--- config.mk ---
export PLATFORM = sky130hd
export DESIGN_NAME = buf_word_pack_flat
export DESIGN_NICKNAME = d
export VERILOG_FILES = /design/src/rtl/buf_word_pack_if.sv /design/src/rtl/buf_word_pack.sv /design/src/flat_wrapper.sv
export SDC_FILE = /design/constraint.sdc
export NUM_CORES = 1
export LEC_CHECK = 0
export CAP_MARGIN = 20
export CORE_ASPECT_RATIO = 0.7
export CORE_MARGIN = 4
export CORE_UTILIZATION = 37
export CTS_BUF_LIST = sky130_fd_sc_hd__clkbuf_4
export DETAILED_ROUTE_END_ITERATION = 6
export PLACE_DENSITY = 0.8
export SYNTH_ARGS = -nofsm -noshare
export SYNTH_HDL_FRONTEND = slang
export SYNTH_SLANG_ARGS = --single-unit
--- constraint.sdc ---
create_clock -name clk -period 1.72 [get_ports clk]
set_clock_uncertainty 0.1 [all_clocks]
set_input_delay 0.344 -clock clk [delete_from_list [all_inputs] [get_ports clk]]
set_output_delay 0.344 -clock clk [all_outputs]
set_load 0.02 [all_outputs]
--- src/rtl/buf_word_pack_if.sv ---
// Stream-in / packet-out bus for buf_word_pack.
// Optional s_last exists only when BUF_WORD_PACK_LAST_EN is defined.
interface buf_word_pack_if #(
  parameter int DATA_W = 32,
  parameter int LANES  = 8
);
  localparam int CNT_W = $clog2(LANES + 1);

  logic [DATA_W-1:0]       s_data;
  logic                    s_valid;
  logic                    s_ready;
`ifdef BUF_WORD_PACK_LAST_EN
  logic                    s_last;
`endif
  logic [LANES*DATA_W-1:0] m_lanes;
  logic                    m_valid;
  logic                    m_ready;
  logic [CNT_W-1:0]        m_count;

`ifdef BUF_WORD_PACK_LAST_EN
  modport master (
    output s_data, s_valid, s_last, m_ready,
    input  s_ready, m_lanes, m_valid, m_count
  );
  modport slave (
    input  s_data, s_valid, s_last, m_ready,
    output s_ready, m_lanes, m_valid, m_count
  );
`else
  modport master (
    output s_data, s_valid, m_ready,
    input  s_ready, m_lanes, m_valid, m_count
  );
  modport slave (
    input  s_data, s_valid, m_ready,
    output s_ready, m_lanes, m_valid, m_count
  );
`endif
endinterface

--- src/rtl/buf_word_pack.sv ---
// Packs LANES serial words into one wide packet, held until the consumer takes it.
// Define BUF_WORD_PACK_LAST_EN to enable s_last short-packet flush.
module buf_word_pack #(
  parameter int DATA_W = 32,
  parameter int LANES  = 8
) (
  input  logic          clk,
  input  logic          reset,
  buf_word_pack_if.slave bus
);
  localparam int PTR_W = $clog2(LANES);
  localparam int CNT_W = $clog2(LANES + 1);
  localparam logic [PTR_W-1:0] LAST_PTR = PTR_W'(LANES - 1);

  typedef enum logic {FILL = 1'b0, HOLD = 1'b1} state_t;

  state_t                         r_state;
  state_t                         w_next_state;
  logic [PTR_W-1:0]               r_ptr;
  logic [CNT_W-1:0]               r_count;
  logic [LANES-1:0][DATA_W-1:0]   r_lanes;

  logic w_accept;
  logic w_take;
  logic w_close;
  logic w_s_ready;
  logic w_m_valid;

  function automatic logic [CNT_W-1:0] lane_count(input logic [PTR_W-1:0] ptr);
    return CNT_W'(ptr) + CNT_W'(1);
  endfunction

  assign w_accept = bus.s_valid && (r_state == FILL);
  assign w_take   = bus.m_ready && (r_state == HOLD);
`ifdef BUF_WORD_PACK_LAST_EN
  assign w_close  = w_accept && ((r_ptr == LAST_PTR) || bus.s_last);
`else
  assign w_close  = w_accept && (r_ptr == LAST_PTR);
`endif

  always_ff @(posedge clk) begin
    if (reset) r_state <= FILL;
    else       r_state <= w_next_state;
  end

  always_comb begin
    w_next_state = r_state;
    case (r_state)
      FILL:    if (w_close) w_next_state = HOLD;
      HOLD:    if (bus.m_ready) w_next_state = FILL;
      default: w_next_state = FILL;
    endcase
  end

  always_comb begin
    w_s_ready = (r_state == FILL);
    w_m_valid = (r_state == HOLD);
  end

  // Taking the packet wipes it so unwritten lanes of the next one read 0;
  // the closing word leaves ptr in range and only latches the lane count.
  always_ff @(posedge clk) begin
    if (reset || w_take) begin
      r_ptr   <= '0;
      r_count <= '0;
      r_lanes <= '0;
    end else if (w_accept) begin
      r_lanes[r_ptr] <= bus.s_data;
      if (w_close) r_count <= lane_count(r_ptr);
      else         r_ptr   <= r_ptr + PTR_W'(1);
    end
  end

  assign bus.s_ready = w_s_ready;
  assign bus.m_valid = w_m_valid;
  assign bus.m_lanes = r_lanes;
  assign bus.m_count = r_count;
endmodule

--- src/flat_wrapper.sv ---
// flat-port wrapper written by rule: the top's interface ports become plain ports
module buf_word_pack_flat 
#(
  parameter int DATA_W = 32,
  parameter int LANES  = 8
)
  (clk, reset, bus_s_data, bus_s_valid, bus_m_ready, bus_s_ready, bus_m_lanes, bus_m_valid, bus_m_count);
  buf_word_pack_if #(.DATA_W(DATA_W), .LANES(LANES)) bus_i ();
  input  logic clk;
  input  logic reset;
  input wire logic [$bits(bus_i.s_data)-1:0] bus_s_data;
  input wire logic [$bits(bus_i.s_valid)-1:0] bus_s_valid;
  input wire logic [$bits(bus_i.m_ready)-1:0] bus_m_ready;
  output wire logic [$bits(bus_i.s_ready)-1:0] bus_s_ready;
  output wire logic [$bits(bus_i.m_lanes)-1:0] bus_m_lanes;
  output wire logic [$bits(bus_i.m_valid)-1:0] bus_m_valid;
  output wire logic [$bits(bus_i.m_count)-1:0] bus_m_count;
  assign bus_i.s_data = bus_s_data;
  assign bus_i.s_valid = bus_s_valid;
  assign bus_i.m_ready = bus_m_ready;
  assign bus_s_ready = bus_i.s_ready;
  assign bus_m_lanes = bus_i.m_lanes;
  assign bus_m_valid = bus_i.m_valid;
  assign bus_m_count = bus_i.m_count;
  buf_word_pack #(.DATA_W(DATA_W), .LANES(LANES)) u_core (.clk(clk), .reset(reset), .bus(bus_i));
endmodule
# Word-level counts from Yosys, hierarchy flattened
# Cells that the tools add are included.
dict set report totals {
  wordCells 31
  output_inout_bits 262
  regBits 264
  input_bits 36
}
dict set report classes {
  n_mux 6
  n_bitwise 2
  n_lt_le_gt_ge 2
  n_eq_ne 1
  n_reduce_logical 7
  n_addsub 2
}
# op n
set op_table {}
lappend op_table {{256-bit bitwise mux} 1}
lappend op_table {{32-bit demux with 3-bit select} 1}
lappend op_table {{32-bit 2-to-1 mux} 1}
lappend op_table {{3-bit by 1-bit adder with 4-bit output, second input constant} 1}
lappend op_table {{1-bit logical AND} 4}
lappend op_table {{3-bit by 4-bit less-than comparator with 1-bit output, second input constant} 1}
lappend op_table {{2-bit AND reduction} 2}
lappend op_table {{3-bit by 1-bit adder with 3-bit output, second input constant} 1}
lappend op_table {{3-bit == test, second input constant} 1}
lappend op_table {{3-bit by 1-bit >= comparator with 1-bit output, second input constant} 1}
lappend op_table {{1-bit 2-to-1 mux} 2}
lappend op_table {{1-bit inverter} 2}
lappend op_table {{1-bit case mux with 2 select lines} 1}
lappend op_table {{1-bit logical OR} 1}

# Longest topological paths before layout
dict set report logic_depth {
  depth_word 5
  mapped_depth 7
  ltp_nobuf 5
}

# Worst setup path before layout
# Ideal clock, no wire load.
dict set report synth_path {
  kind {flip-flop to flip-flop}
  from {reg u_core.r_state, in the netlist u_core.bus.m_valid}
  to {reg u_core.r_lanes, in the netlist u_core.bus.m_lanes[195]}
  stages_incl_launch_ff 8
  required_time_ps 1493
  setup_time_ps 127
  path_slack_ps 43
  synth_period_minus_slack_ps 1677
  arrival_time_ps 1450
  cell_sequence {dfxtp_1 > buf_4 > and3b_1 > buf_6 > and3_4 > buf_6 > buf_6 > mux2i_1}
}
dict set report synth_between {
  elab_chain_cells 2
  word_cells_on_any_way 4
}
# item line_no
set synth_lines {}
lappend synth_lines {{from (decl)} buf_word_pack.sv:17} ;# state_t r_state;
lappend synth_lines {{from (signal assigned)} buf_word_pack.sv:43} ;# else r_state <= w_next_state;
lappend synth_lines {{1-bit logical AND / 1-bit inverter (equally long branches)} {buf_word_pack.sv:34, buf_word_pack.sv:33}}
lappend synth_lines {{1-bit logical OR / 1-bit logical AND (equally long branches)} {buf_word_pack.sv:63, buf_word_pack.sv:33}}
lappend synth_lines {{to (signal, indexed assignment)} buf_word_pack.sv:68} ;# r_lanes[r_ptr] <= bus.s_data;
lappend synth_lines {{to (decl)} buf_word_pack.sv:21} ;# logic [LANES-1:0][DATA_W-1:0] r_lanes;
# Several ways; a longest one is shown, not always the timed one.
# A chain may end at the register's enable or synchronous reset.

# Worst setup path after layout
dict set report layout_path {
  from {reg u_core.r_state, in the netlist u_core.bus.m_valid}
  to {reg u_core.r_lanes, in the netlist u_core.bus.m_lanes[210]}
}
# Same word-level chain as after synthesis.

==> out/qor.csv <==
stage,metric,value,unit
run_status,status,finished clean,
drt,wl_per_cell,19.6,um
timing,period_minus_slack,1690,ps
logic_synthesis,syn_avg_cell_area,10.5,um2
timing,fin_crit_sh,98.3,%
global_route,grt_pass1_vias,8448,
power,intPower,0.00942,W
critical_path,cp_max_fo,12,
logic_synthesis,synthesis.area,9520,um2
timing,worst_pin_slew,370,ps
power,combinationalPowerShare,10.0,%
logic_synthesis,netlist.area_leader.share,55.5,%
clock_tree,cts_root_buffer,clkbuf_4,
logic_synthesis,synth_top_cell_by_area,dfxtp_1,
critical_path,reg2reg_to,u_core.bus.m_lanes[210]$_SDFFE_PP0P_,
layout,fin_cells,1658,
hold_path,hold_class,input pin to register,
timing,setup_viol,0,
timing,drv_slew,0,
die,die-area,28400,um2
die,io_pins,298,
power,seq_power_share,49.9,%
logic_synthesis,synthesis.instances,905,
timing,holdWs,254,ps
global_route,antenna_found_initial,1,
global_route,grt_usage,20.8,%
drt,avgViaCountPerCell,4.87,
critical_path,r2r-start,u_core.bus.m_valid$_SDFF_PP0_,
clock_tree,path_clk_slew,80,ps
power,ir_drop,657,uV
power,p_total,0.0127,W
layout,syn2layout_area_growth,46.0,%
power,powerDensity,916,nW/um2
critical_path,crit_type,register to register,
critical_path,crit_required,2230,ps
logic_synthesis,ys.flop_type,dfxtp_1,
layout,fillCellCount,2201,
layout,seq_area,5440,um2
layout,multi_input_area,3950,um2
critical_path,crit_path_end_kind,register,
global_route,grt_max_degree,47,
timing,hold_violations,0,
logic_synthesis,ys_warn_count,0,
logic_synthesis,synth.most_common_cell,nand2_1,
hold_path,hold_depth,3,
logic_synthesis,synth_fp_nets,943,
clock_tree,ctsLongestPathBuffers,3,
clock_tree,worstSkewPairLatency,710,ps
drt,drt_first_pass_iters,7,
clock_tree,cts_tree,yes,
power,p_leak,7.32,nW
timing,max_freq,591,MHz
logic_synthesis,synth_top_cells_by_count,"293 x nand2_1, 264 x dfxtp_1, 261 x mux2i_1",
placement,dp_hpwl,21.0,mm
global_route,grt_pass1_wl,46.7,mm
logic_synthesis,synth-edff-count,0,
drt,finalWirelength,32.5,mm
critical_path,rrSetupSlack,30,ps
logic_synthesis,async_flop_share,0,%
clock_tree,numCtsBuffers,60,
power,p_sw,0.00331,W
run,maxCapViolations,0,
layout,nets,1320,
critical_path,cp-start-kind,register,
clock_tree,htreeDepth,2,
timing,rsz0062_at_grt,yes,
drt,vias,8077,
drt,drtIter0Drc,336,
timing,relSlewSlack,75.3,%
power,p_clk_share,40.1,%
die,fp.dieH,142,um
hold_path,whs_endpoint,u_core.bus.m_lanes[122]$_SDFFE_PP0P_,
clock_tree,hold_buffers,0,
logic_synthesis,yosys-top-cells-area,"dfxtp_1 56%, mux2i_1 27%, nand2_1 12%",
clock_tree,cts.sinks,264,
global_route,grt_overflow_total,0,
logic_synthesis,ys_types,24,
critical_path,cp.arrival,2210,ps
drt,drcViolationCount,0,
logic_synthesis,ys_seq_area_share,55.5,%
placement,port-buffer-count,297,
power,swShare,26.0,%
die,start_util,38.1,%
placement,routabilityCongestion,0.793,
layout,layout-drive-gt1-share,43.9,%
logic_synthesis,synth-seq-cells,264,
critical_path,reg2reg_depth,5,
hold_path,hp-start,bus_s_data[26],
die,die_width,200,um
die,core,25000,um2
drt,ant_nets,0,
die,num_rows,48,
placement,dp.cells,1530,
[power groups by stage]
| stage | clock [W] | combinational, W | sequential, W |
|---|---|---|---|
| final | 0.00511 | 0.00127 | 0.00635 |
| after global routing | 0.00556 | 0.00134 | 0.00636 |
| after CTS | 0.00525 | 0.00119 | 0.00634 |
| after detailed placement | 0 | 0.00125 | 0.00647 |
| after global placement | 0 | 0.00123 | 0.00647 |
| after floorplan | 0 | 0.000451 | 0.00662 |
[metrics by stage]
stage | cell area, um2 | util [%] | TNS (ps) | worst slack [ps]
2_1_floorplan | 9520 | - | 0 | 42.8
3_3_place_gp | 13200 | 53.0 | -61120 | -316
3_5_place_dp | 13200 | 53.0 | -68060 | -346
4_1_cts | 13400 | 53.6 | -58.1 | -29.3
5_1_grt | 13900 | 55.6 | -174 | -27.5
6_report | 13900 | 55.6 | 0 | 29.1
[critical path, cell delays in order, from the launching register on]
cell	delay, ps
dfxtp_4	360
buf_6	130
and3b_2	280
and3_4	310
buf_12	180
mux2i_1	220
[kinds of logic (layout without fill, tap and decap cells)]
| group | Yosys count | count (layout) | share of synthesized area, % |
|---|---|---|---|
| AND/OR/NAND/NOR | 311 | 311 | 12.7 |
| flip-flops | 264 | 264 | 55.5 |
| multiplexers | 261 | 261 | 27.4 |
| buffers and inverters | 62 | 487 | 3.59 |
| AO/OA/AOI/OAI | 4 | 4 | 0.355 |
| adder cells (fa/ha/maj) | 2 | 2 | 0.263 |
| XOR/XNOR | 1 | 1 | 0.0920 |
| other | 0 | 3 | 0 |
[metal layers]
metal	wire (um)	global-route usage, %	vias to the layer above	part of all wire (%)
met2	14400	32.5	309	44
met1	14500	27.0	3937	45
met5	0	0	-	0
met3	2980	7.45	48	9.2
met4	598	6.79	0	1.8
li1	-	-	3783	-
[what timing repair did]
item,CTS,global route
cloned,0,8
setup buffers,2,5
setup endpoints to repair,266,261
pin swaps,0,1
resized for setup,1344,124
[registers in the layout, summed over array words and instances, names as in the netlist]
register,cells
u_core.bus.m_count,4
u_core.r_ptr,3
u_core.bus.m_lanes,256
u_core.bus.m_valid,1
[final cells by class]
class / instances / area share (%)
repair buffers: 375 / 23.7
well taps: 325 / 2.93
flip-flops and latches: 264 / 39.1
multi-input cells: 579 / 28.4
inverters: 2 / 0.0540
clock inverters: 17 / 0.666
clock buffers: 93 / 5.02
diodes: 3 / 0.0540
[cell usage in the layout (no fill, tap or decap), types with 5 or more instances in the layout]
cell / synthesis / final
nand2_1: 293 / 278
mux2i_1: 261 / 260
buf_4: 10 / 224
dfxtp_1: 264 / 142
dfxtp_2: 0 / 121
clkbuf_4: 0 / 94
buf_6: 5 / 50
buf_2: 27 / 42
clkdlybuf4s50_1: 0 / 35
buf_12: 0 / 17
nand2_2: 0 / 15
clkinv_1: 0 / 12
nor2_1: 7 / 7
clkbuf_16: 0 / 5
[how the worst max path moves through the flow]
stage / cells after the start / start / end
3_3_place_gp: 5 / bus_m_ready / u_core.bus.m_lanes[216]$_SDFFE_PP0P_
2_1_floorplan: 7 / u_core.bus.m_valid$_SDFF_PP0_ / u_core.bus.m_lanes[195]$_SDFFE_PP0P_
3_5_place_dp: 5 / bus_m_ready / u_core.bus.m_lanes[210]$_SDFFE_PP0P_
5_1_grt: 2 / u_core.bus.m_valid$_SDFF_PP0_ / bus_s_ready
6_report: 5 / u_core.bus.m_valid$_SDFF_PP0_ / u_core.bus.m_lanes[210]$_SDFFE_PP0P_
4_1_cts: 1 / u_core.bus.m_valid$_SDFF_PP0_ / bus_m_valid
Note: power is estimated with default switching activity, not from simulation.
==> RTL edit 1 (config.mk and constraints unchanged) <==
`LANES` is set to 8 in 3 places; all go to 4.
--- a/src/rtl/buf_word_pack_if.sv
+++ b/src/rtl/buf_word_pack_if.sv
@@ -2,7 +2,7 @@
 // Optional s_last exists only when BUF_WORD_PACK_LAST_EN is defined.
 interface buf_word_pack_if #(
   parameter int DATA_W = 32,
-  parameter int LANES  = 8
+  parameter int LANES  = 4
 );
   localparam int CNT_W = $clog2(LANES + 1);
 
--- a/src/rtl/buf_word_pack.sv
+++ b/src/rtl/buf_word_pack.sv
@@ -2,7 +2,7 @@
 // Define BUF_WORD_PACK_LAST_EN to enable s_last short-packet flush.
 module buf_word_pack #(
   parameter int DATA_W = 32,
-  parameter int LANES  = 8
+  parameter int LANES  = 4
 ) (
   input  logic          clk,
   input  logic          reset,
--- a/src/flat_wrapper.sv
+++ b/src/flat_wrapper.sv
@@ -2,7 +2,7 @@
 module buf_word_pack_flat 
 #(
   parameter int DATA_W = 32,
-  parameter int LANES  = 8
+  parameter int LANES  = 4
 )
   (clk, reset, bus_s_data, bus_s_valid, bus_m_ready, bus_s_ready, bus_m_lanes, bus_m_valid, bus_m_count);
   buf_word_pack_if #(.DATA_W(DATA_W), .LANES(LANES)) bus_i ();
Ports: changed (resized bus_m_count and bus_m_lanes); port bits go from 298 to 169. The function was not compared with the original's and may differ.
==> RTL edit 1 against the original RTL <==
Area after synthesis decreased by 47%. Clock power decreased by 63%. Cell area decreased by 52%. Core utilization decreased by 5.2 points. Setup slack improved by 0.065 ns. Sequential cell count decreased by 130. Via count decreased by 43%. Power decreased by 51%. Wire length decreased by 55%. Largest power group unchanged.
==> RTL edit 1: results (changes against the original RTL) <==
Synthesis
  – Mapped Cells: 593 (was 905)
  – Net Count, Synth: 633 (was 943)
  – Register area share after synthesis: 0.5270 (was 0.5552)
  – Unique masters post-synth: 19 (was 24)
  – Syn_area_per_cell: 8.583 um2 (was 10.52 um2)
  – Area contributors post-synth: dfxtp_1 (53%), nand2_1 (19%), a21oi_2 (12%) (was dfxtp_1 (56%), mux2i_1 (27%), nand2_1 (12%))
  – Yosys reg bits: 134 (was 264)

Final layout
  – Logic inverters: 3 (was 2)
  – Fraction of layout cells with a size suffix above 1: 0.3184 (was 0.4391)
  – CLK BUF: 18 (was 93)
  – # fillers: 1,345 (was 2,201)
  – Layout Utilization: 0.5044 (was 0.5563)
  – Fraction of area in multi-input gates: 0.3093 (was 0.2845)
  – Max FFs per register: 128 (was 256)
  – Clk tree area frac: 0.03652 (was 0.05689)
  – Buffer share of cell area: 0.2184 (was 0.2369)
  – Final Net Count: 810 (was 1,320)
  – Sequential share of cell area: 0.3997 (was 0.3914)

GRT
  – GRT met2 Usage: 0.2823 (was 0.3246)
  – GRT met3 Usage: 0.08649 (was 0.07454)
  – First-pass GRT wire length: 23,400 um (was 46,720 um)
  – Vias in the first global route: 4,413 (was 8,448)

Placed design
  – Port bufs: 168 (was 297)
  – Placed cell count: 936 (was 1,530)
  – Post-detail-place hpwl: 10,620 um (was 21,030 um)
  – Gpl congestion: 0.8099 (was 0.7931)
  – Placed Area: 7022 um2 (was 13,250 um2)

CTS
  – Worst-path clk slew: 0.12 ns (was 0.08 ns)
  – Clock latency on the worst-skew pair: 0.51 ns (was 0.71 ns)
  – TritonCTS Buffers: 17 (was 60)
  – Max Root-Sink Buffers: 2 (was 3)
  – Htree depth: 4 (was 2)

Critical path
  – R2R cell count: 6 (was 5)
  – CP top delay family: flip-flops (was simple AND/OR/NAND/NOR gates)
  – R2R setup slack: 0.19 ns (was 0.03 ns)
  – Max incr delay on CP: 0.34 ns (was 0.36 ns)
  – Worst setup path start: u_core.bus.m_lanes[51] (was u_core.bus.m_valid)
  – Reg2reg end: u_core.bus.m_lanes[5] (was u_core.bus.m_lanes[210])
  – Critical path endpoint: bus_m_lanes[51] (was u_core.bus.m_lanes[210])
  – Slowest CP cell: dfxtp_1 (was dfxtp_4)

STA
  – Hold slack final: 0.3083 ns (was 0.2536 ns)
  – Worst slew margin: 0.8130 (was 0.7527)

Routing
  – DR WL met3: 1369 um (was 2984 um)
  – Initial DRT Pass Iterations: 5 (was 7)
  – Via count: 4,567 (was 8,077)
  – DR WL met2: 6472 um (was 14,360 um)
  – WL final: 14,760 um (was 32,480 um)
  – Initial drt markers: 232 (was 336)
  – M1 wire length: 6856 um (was 14,530 um)

Min path
  – Min-Delay Path Depth: 2 (was 3)
  – Hold Startpoint: reset (was bus_s_data[26])

Power and ir drop
  – P_clk: 1.89 mW (was 5.11 mW)
  – Sw Share: 0.3043 (was 0.2601)
  – VDD IR-drop max: 539.3 uV (was 656.7 uV)
  – P_leak: 2.617 nW (was 7.325 nW)

Status
  – Status: completed (unchanged)
## RTL edit 1: cell types whose count changed in the layout (fill, tap and decap cells not counted), sizes merged, moves of 4 or more
cell	before	now
buf	334	35
mux2i	261	2
dfxtp	264	134
a21oi	3	130
nand2	293	258
clkbuf	99	129
clkdlybuf4s15	0	21
clkinv	14	10
## RTL edit 1: repair_timing
action | CTS | global route
endpoints found under the setup margin | 133 | 135
setup buffers | 0 | 0
gates resized for setup | 165 | 213
## RTL edit 1: kinds of logic (layout without fill, tap and decap cells)
| kind of cell | Yosys count | count (layout) | synth area share |
|---|---|---|---|
| AND/OR/NAND/NOR | 273 | 273 | 0.2102 |
| flip-flops | 134 | 134 | 0.5270 |
| AO/OA/AOI/OAI | 131 | 131 | 0.1809 |
| buffers and inverters | 48 | 237 | 0.06637 |
| adder cells (fa/ha/maj) | 4 | 4 | 0.009833 |
| multiplexers | 2 | 2 | 0.003933 |
| XOR/XNOR | 1 | 1 | 0.001721 |
==> RTL edit 2 (same settings) <==
Without the edit above. Reset style: asynchronous (`reset`), changed in one clocked block.
--- a/src/rtl/buf_word_pack.sv
+++ b/src/rtl/buf_word_pack.sv
@@ -38,7 +38,7 @@
   assign w_close  = w_accept && (r_ptr == LAST_PTR);
 `endif
 
-  always_ff @(posedge clk) begin
+  always_ff @(posedge clk or posedge reset) begin
     if (reset) r_state <= FILL;
     else       r_state <= w_next_state;
   end
Function: no difference found for any inputs over 4 cycles, from zero or initial values and one cycle with reset high; that may be too few to reach the edited logic, so the function may still have changed.
==> RTL edit 2 against the original RTL <==
The flow now finishes with violations (setup timing). Setup slack worse by 0.12 ns. Sequential cell count unchanged. Highest routed layer unchanged. Power up 0.15%. Synthesized cell count up 0.11%. Cell area up 7.0%. Via count up 3.5%. Area after synthesis about the same. Hold slack worse by 0.025 ns. Largest cell class unchanged. Global-route usage down 0.14 points. Wire length up 11%. Clock power down 5.5%.
==> RTL edit 2: results (changes against the original RTL) <==
STA
  – Worst Tran Pin Value: 0.4432 ns (was 0.3705 ns)
  – Setup-failing EPs final: 94 (was 0)
  – TNS Setup: -2.392 ns (was 0 ns)
  – Hold slack final: 0.2288 ns (was 0.2536 ns)
  – Worst Setup Slack, final: -0.08718 ns (was 0.02911 ns)

Critical path
  – Max incr delay on CP: 0.43 ns (was 0.36 ns)
  – Reg2reg end: u_core.bus.m_lanes[205] (was u_core.bus.m_lanes[210])
  – Critical Path AT: 2.32 ns (was 2.21 ns)
  – R2R setup slack: -0.09 ns (was 0.03 ns)
  – FF-to-FF Start: u_core.bus.m_valid (unchanged)
  – Crit Path Max Fanout: 8 (was 12)

Routing
  – WL per Instance: 21.67 um (was 19.59 um)
  – Initial drt markers: 339 (was 336)
  – Initial DRT Pass Iterations: 4 (was 7)
  – Via count: 8,359 (was 8,077)
  – Detail-routed via count per cell: 5.011 (was 4.872)

GRT
  – Initial antenna violation count: 0 (was 1)
  – Vias in the first global route: 8,384 (was 8,448)
  – Pin count of the biggest net entering global routing: 46 (was 47)
  – First-pass GRT wire length: 46,460 um (was 46,720 um)

Placed design
  – Placed Area: 13,230 um2 (was 13,250 um2)
  – Gpl congestion: 0.8073 (was 0.7931)

Power and ir drop
  – Combinational power: 1.56 mW (was 1.27 mW)
  – Sw Share: 0.2633 (was 0.2601)
  – P_leak: 7.753 nW (was 7.325 nW)

Synthesis
  – Compound-gate portion of the synthesized area: 0.002758 (was 0.003549)
  – Xor/xnor share of the synthesized area: 0.0009192 (was 0.0009201)
  – Share of async-settable or async-resettable flops after synthesis: 0.003788 (was 0)
  – Net Count, Synth: 944 (was 943)
  – Top cells by count, synth: nand2_1 (295), dfxtp_1 (263), mux2i_1 (261) (was nand2_1 (293), dfxtp_1 (264), mux2i_1 (261))
  – Syn_area_per_cell: 10.52 um2 (about the same)

CTS
  – TritonCTS Buffers: 61 (was 60)

Status
  – Status: complete, but fails checks (was completed)
  – Failing checks: setup timing

Final layout
  – Fraction of layout cells with a size suffix above 1: 0.4654 (was 0.4391)
==> RTL edit 2: cell count changes in the layout (fill, tap and decap cells not counted), sizes merged, moves of 2 or more <==
cell | unedited run | this run
clkbuf | 99 | 112
buf | 334 | 339
diode | 3 | 0
clkinv | 14 | 9
nand2 | 293 | 295
==> RTL edit 2: routing by layer <==
layer	vias to the layer above	routed length [um]
li1	3852	-
met1	4126	16070
met2	335	15960
met3	46	3542
met4	0	568
met5	-	0
==> RTL edit 2: final cells by class <==
| type | count | area (um2) |
|---|---|---|
| multi-input cells | 579 | 4123 |
| inverters | 3 | 11.26 |
| fillers | 2079 | 10110 |
| flip-flops and latches | 264 | 5449 |
| clock buffers | 86 | 645.6 |
| clock inverters | 10 | 65.06 |
| well taps | 325 | 406.6 |
| repair buffers | 401 | 4174 |
==> RTL edit 2: what timing repair did <==
item | in CTS | in global routing
endpoints found under the hold margin | 1 | 0
resized for setup | 1239 | 348
hold buffers | 1 | 0
setup buffers | 5 | 6
gates cloned | 2 | 33
setup endpoints to repair | 284 | 412
